**src/rtl/multiword_adder_pkg.sv**
```systemverilog
// Shared types and sizing helpers for the multi-word add/subtract controller.
package multiword_adder_pkg;

    typedef enum logic [1:0] {
        IDLE = 2'd0,
        RUN  = 2'd1,
        DONE = 2'd2
    } state_e;

    // A single-word configuration still needs a one-bit index register.
    function automatic int idx_width(input int words);
        return (words > 1) ? $clog2(words) : 1;
    endfunction

endpackage

```
**src/rtl/carry_lookahead_adder.sv**
```systemverilog
// N-bit carry-lookahead adder built as a Kogge-Stone prefix network over generate/propagate.
module carry_lookahead_adder #(
    parameter int N = 32
) (
    input  logic [N-1:0] a_i,
    input  logic [N-1:0] b_i,
    input  logic         cin_i,
    output logic [N-1:0] sum_o,
    output logic         cout_o
);

    logic [N-1:0] p;
    logic [N-1:0] g_pre;
    logic [N-1:0] p_pre;
    logic [N:0]   c;

    always_comb begin
        p        = a_i ^ b_i;
        g_pre    = a_i & b_i;
        // Fold carry-in into bit 0 so the prefix tree yields carries directly.
        g_pre[0] = g_pre[0] | (p[0] & cin_i);
        p_pre    = p;
        for (int d = 1; d < N; d = d * 2) begin
            for (int i = N - 1; i >= d; i--) begin
                g_pre[i] = g_pre[i] | (p_pre[i] & g_pre[i-d]);
                p_pre[i] = p_pre[i] & p_pre[i-d];
            end
        end
        c      = {g_pre, cin_i};
        sum_o  = p ^ c[N-1:0];
        cout_o = c[N];
    end

endmodule

```
**src/rtl/multiword_adder_ctrl.sv**
```systemverilog
// Sequences an N*WORDS-bit add/subtract through one N-bit adder, LS word first,
// with valid/ready handshakes on operands and result.
module multiword_adder_ctrl
    import multiword_adder_pkg::*;
#(
    parameter int N     = 32,
    parameter int WORDS = 4
) (
    input  logic               clk,
    input  logic               rst_n,
    input  logic               in_valid,
    output logic               in_ready,
    input  logic               op_sub,
    input  logic [N*WORDS-1:0] a,
    input  logic [N*WORDS-1:0] b,
    input  logic               cin,
    output logic               out_valid,
    input  logic               out_ready,
    output logic [N*WORDS-1:0] sum,
    output logic               cout,
    output logic               ovf,
    output logic               busy
);

    localparam int W  = N * WORDS;
    localparam int IW = idx_width(WORDS);
    localparam logic [IW-1:0] LAST_IDX = IW'(WORDS - 1);

    state_e        state_q, state_d;
    logic [IW-1:0] idx_q, idx_d;
    logic          carry_q, carry_d;
    logic [W-1:0]  sum_q, sum_d;
    logic          cout_q, cout_d;
    logic          ovf_q, ovf_d;
    logic [W-1:0]  a_q;
    logic [W-1:0]  b_q;
    logic          sub_q;
    logic          accept;

    logic [N-1:0]  add_a;
    logic [N-1:0]  add_b;
    logic [N-1:0]  add_sum;
    logic          add_cout;

    assign accept = in_valid && (state_q == IDLE);
    assign add_a  = a_q[int'(idx_q)*N +: N];
    assign add_b  = b_q[int'(idx_q)*N +: N];

    carry_lookahead_adder #(.N(N)) u_cla (
        .a_i    (add_a),
        .b_i    (add_b),
        .cin_i  (carry_q),
        .sum_o  (add_sum),
        .cout_o (add_cout)
    );

    always_comb begin
        state_d = state_q;
        idx_d   = idx_q;
        carry_d = carry_q;
        sum_d   = sum_q;
        cout_d  = cout_q;
        ovf_d   = ovf_q;
        case (state_q)
            IDLE: begin
                if (in_valid) begin
                    // Subtraction is A + ~B + ~borrow_in.
                    carry_d = op_sub ? ~cin : cin;
                    idx_d   = '0;
                    state_d = RUN;
                end
            end
            RUN: begin
                sum_d[int'(idx_q)*N +: N] = add_sum;
                carry_d = add_cout;
                if (idx_q == LAST_IDX) begin
                    state_d = DONE;
                    cout_d  = sub_q ? ~add_cout : add_cout;
                    ovf_d   = (a_q[W-1] == b_q[W-1]) && (add_sum[N-1] != a_q[W-1]);
                end else begin
                    idx_d = idx_q + 1'b1;
                end
            end
            DONE: begin
                if (out_ready) begin
                    state_d = IDLE;
                end
            end
            default: state_d = IDLE;
        endcase
    end

    always_ff @(posedge clk or negedge rst_n) begin
        if (!rst_n) begin
            state_q <= IDLE;
            idx_q   <= '0;
            carry_q <= 1'b0;
            sum_q   <= '0;
            cout_q  <= 1'b0;
            ovf_q   <= 1'b0;
        end else begin
            state_q <= state_d;
            idx_q   <= idx_d;
            carry_q <= carry_d;
            sum_q   <= sum_d;
            cout_q  <= cout_d;
            ovf_q   <= ovf_d;
        end
    end

    // Operand registers carry no reset: they are always reloaded before use.
    always_ff @(posedge clk) begin
        if (accept) begin
            a_q   <= a;
            b_q   <= op_sub ? ~b : b;
            sub_q <= op_sub;
        end
    end

    assign in_ready  = (state_q == IDLE);
    assign out_valid = (state_q == DONE);
    assign busy      = (state_q != IDLE);
    assign sum       = sum_q;
    assign cout      = cout_q;
    assign ovf       = ovf_q;

endmodule

```
**config.mk**
```make
export PLATFORM = sky130hd
export DESIGN_NAME = multiword_adder_ctrl
export DESIGN_NICKNAME = d
export VERILOG_FILES = /design/src/rtl/multiword_adder_pkg.sv /design/src/rtl/carry_lookahead_adder.sv /design/src/rtl/multiword_adder_ctrl.sv
export SDC_FILE = /design/constraint.sdc
export NUM_CORES = 1
export LEC_CHECK = 0
export BUFFER_PORTS_ARGS = -buffer_cell sky130_fd_sc_hd__buf_4
export CAP_MARGIN = 20
export CELL_PAD_IN_SITES_DETAIL_PLACEMENT = 1
export CELL_PAD_IN_SITES_GLOBAL_PLACEMENT = 2
export CORE_ASPECT_RATIO = 1.25
export CORE_MARGIN = 5
export CORE_UTILIZATION = 38
export DETAILED_ROUTE_END_ITERATION = 12
export MAX_ROUTING_LAYER = met4
export PLACE_DENSITY_LB_ADDON = 0.08
export SYNTH_ARGS = -nofsm -noshare
export SYNTH_HDL_FRONTEND = slang
export SYNTH_SLANG_ARGS = --single-unit
```
**constraint.sdc**
```tcl
create_clock -name clk -period 9.9 [get_ports clk]
set_input_delay 1.485 -clock clk [delete_from_list [all_inputs] [get_ports clk]]
set_output_delay 1.485 -clock clk [all_outputs]
set_load 0.03 [all_outputs]
```
==> flow_metrics.py <==
metrics = {
    "outcome": {
        "status": "complete, no violations",
    },
    "yosys": {
        "syn-num-nets": 1383,
        "synth_top_area_share_pct": 45.1,
        "synth_top_cell_by_area": "edfxtp_1",
        "postSynthCellCount": 1082,
        "yosysWarnings": 0,
        "synth.area.top_cells": "edfxtp_1 45%, dfrtp_1 20%, mux4_2 8.4%",
        "synth_area_per_cell_um2": 15.8,
        "synth-edff-count": 257,
        "ys_ff_latch": 392,
        "netlist_area_um2": 17100,
        "ys_types": 71,
        "ys_async_sr_fraction_pct": 34.4,
        "ys_seq_area_share_pct": 64.9,
        "synth_flop_cell": "edfxtp_1",
    },
    "drt": {
        "wl_per_cell_um": 23.4,
        "drt-vias-per-instance": 5.11,
        "drt-initial-drc-count": 492,
        "first_pass_iters": 4,
        "drc": 0,
        "drtAntennaViolNets": 0,
        "wl_mm": 49.1,
        "vias": 10700,
    },
    "power_and_ir_drop": {
        "clkPwrFrac_pct": 19.4,
        "swShare_pct": 42.7,
        "power_frac_seq_pct": 31.1,
        "ir_drop_mv": 0.187,
        "p_per_area_nw_per_um2": 361,
        "p_sw_w": 0.00341,
        "power_leakage_nw": 9.26,
        "intPower_w": 0.00458,
        "p_comb_share_pct": 49.5,
    },
    "placement": {
        "dp_hpwl_mm": 35.9,
        "post_dp_cell_area_um2": 20700,
        "port_buffers": 394,
        "place.gp.congestion": 0.813,
    },
    "die": {
        "io_pins": 395,
        "initial_core_util_pct": 38.1,
        "core-area_um2": 44800,
        "die_area_um2": 49400,
        "rows": 87,
        "die_width_um": 200,
        "die_h_um": 247,
    },
    "clocking": {
        "clock_sinks": 392,
        "cts_root_buf": "clkbuf_16",
        "h-tree-depth": 2,
        "clkTransAtPathRegs_ns": 0.06,
        "post_cts_buffers": 0,
        "cts.hold.buffers_added": 0,
        "numCtsBuffers": 42,
        "clkLatencyLatePin_ns": 0.57,
        "cts_tree": "yes",
        "post_cts_resize_count": 0,
        "clock_path_buffers": 3,
    },
    "global_route": {
        "grt_first_pass_wirelength_mm": 73.1,
        "antenna_found_initial": 7,
        "grt_max_degree": 177,
        "grt_pass1_vias": 11900,
        "grtUsageTotal_pct": 20.2,
        "grt-ovfl-total": 0,
    },
    "sta": {
        "finalHoldViolCount": 0,
        "finalSetupViolations": 0,
        "tns_ns": 0,
        "fin_crit_sh_pct": 50.0,
        "fin_worst_skew_ns": 0.0303,
        "max_freq_ghz": 0.202,
        "maxSlewHeadroom_pct": 31.2,
        "worst_slew_pin_slew_ns": 1.03,
        "rsz0062_at_grt": "no",
        "period_minus_slack_ns": 4.95,
        "drv_slew": 0,
    },
    "critical_path": {
        "cp.arrival_ns": 5.38,
        "cp.required_ns": 10.33,
        "worst_setup_path_start_kind": "register",
        "crit_path_end_kind": "register",
        "crit_path_max_fanout": 44,
        "path_class": "register to register",
    },
    "min_path": {
        "hp-class": "register to register",
    },
    "run": {
        "cap_violations": 0,
    },
    "layout": {
        "final_cell_area_um2": 22100,
        "drive_gt1_share_pct": 37.4,
        "layout.nets": 1783,
        "syn_to_final_growth_pct": 29.4,
    },
}
## layout by cell type, fill, tap and decap left out, types with 12 or more instances in the layout
master     count
a21o_1        15
a21oi_1       32
a22o_1       100
buf_4        404
clkbuf_16     45
dfrtp_1      133
edfxtp_1     257
ha_1          37
mux4_2        64
nand2_1       54
nand3_1       12
nor2_1        21
o21ai_0       40
xnor2_1       14
xor2_1       139
## flip-flops by register name (all words and copies together), names as in the netlist
signal   flops
sum        128
b_q        128
carry_q      1
sub_q        1
a_q        128
state_q      2
idx_q        2
cout         1
ovf          1
## worst max-delay path, stage by stage (launching register included)
cell      delay (ns)
dfrtp_4         0.77
buf_4           0.83
mux4_2          0.63
ha_1            0.40
a21oi_1         0.25
o21ai_0         0.18
a21oi_1         0.27
o21ai_1         0.16
a31oi_2         0.28
o21ai_1         0.18
a221oi_2        0.31
xor2_1          0.37
o21ai_0         0.15
## stage by stage
step / std cells / hold slack, ns / util [%] / setup slack (ns) / total power (W)
3_3_place_gp: 2014 / 0.469 / 46.1 / 4.88 / 0.00645
5_1_grt: 2097 / 0.519 / 49.3 / 4.43 / 0.00850
6_report: 2099 / 0.491 / 49.3 / 4.95 / 0.00800
3_5_place_dp: 2014 / 0.481 / 46.1 / 4.76 / 0.00653
2_1_floorplan: 1082 / 0.495 / - / 1.96 / 0.00508
4_1_cts: 2088 / 0.495 / 49.2 / 4.75 / 0.00811
## logic make-up after synthesis
logic type	after synthesis	share of synthesized area, %
compound gates	235	10.2
fa+ha+maj	39	2.94
xor+xnor	154	7.93
buf+inv	62	1.54
flops	392	64.9
simple gates	131	3.83
mux	69	8.73
## final timing paths
path / start / to / slack (ns) / depth (start not counted)
max: idx_q[0] / sum[61] / 4.95 / 12
min: sum[66] / sum[66] / 0.49 / 2
max reg2reg: idx_q[0] / sum[61] / 4.95 / 12
min reg2reg: sum[66] / sum[66] / 0.49 / 2
max in group asynchronous: rst_n / sum[31] / 7.98 / 3
min in group asynchronous: rst_n / sum[109] / 0.89 / 1
## Yosys cell counts (4+ instances only)
cell and n:
a211oi_1 4, a21o_1 15, a21oi_1 32, a22o_1 100, a22oi_1 4, a31oi_1 6, and2_1 4, and3_1 4
buf_1 17, buf_2 6, clkbuf_1 26, dfrtp_1 135, edfxtp_1 257, ha_1 37, inv_1 9, mux2i_1 4
mux4_2 64, nand2_1 54, nand3_1 12, nor2_1 22, nor3_1 6, o21ai_0 40, o21ai_1 8, xnor2_1 14
xor2_1 139
## final cells by class
type,count,area [um2]
clock inverter,13,96.3
multi-input combinational,628,5760
sequential,392,11100
inverter,9,33.8
tap,578,723
timing repair buffer,409,3130
fill,4470,22700
clock buffer,61,1260
antenna,9,22.5
## routing by layer
metal  share of wire [%]  routed length, um  global-route usage (%)  up-vias
met5                   0                  0                       -        -
met4                 1.9                909                    4.38        0
met3                 6.7               3290                    5.38       63
met2                  49              23900                    32.2      286
met1                  43              21000                    26.2     5418
li1                    -                  -                       -     4967
## power groups by stage
stage,clock network [W],logic (W),registers [W]
after floorplan,0,0.00222,0.00286
after global placement,0,0.00394,0.00251
after detailed placement,0,0.00400,0.00253
after CTS,0.00160,0.00401,0.00250
after global routing,0.00166,0.00430,0.00254
final,0.00155,0.00396,0.00249
Power figures use the tool's default switching activity.
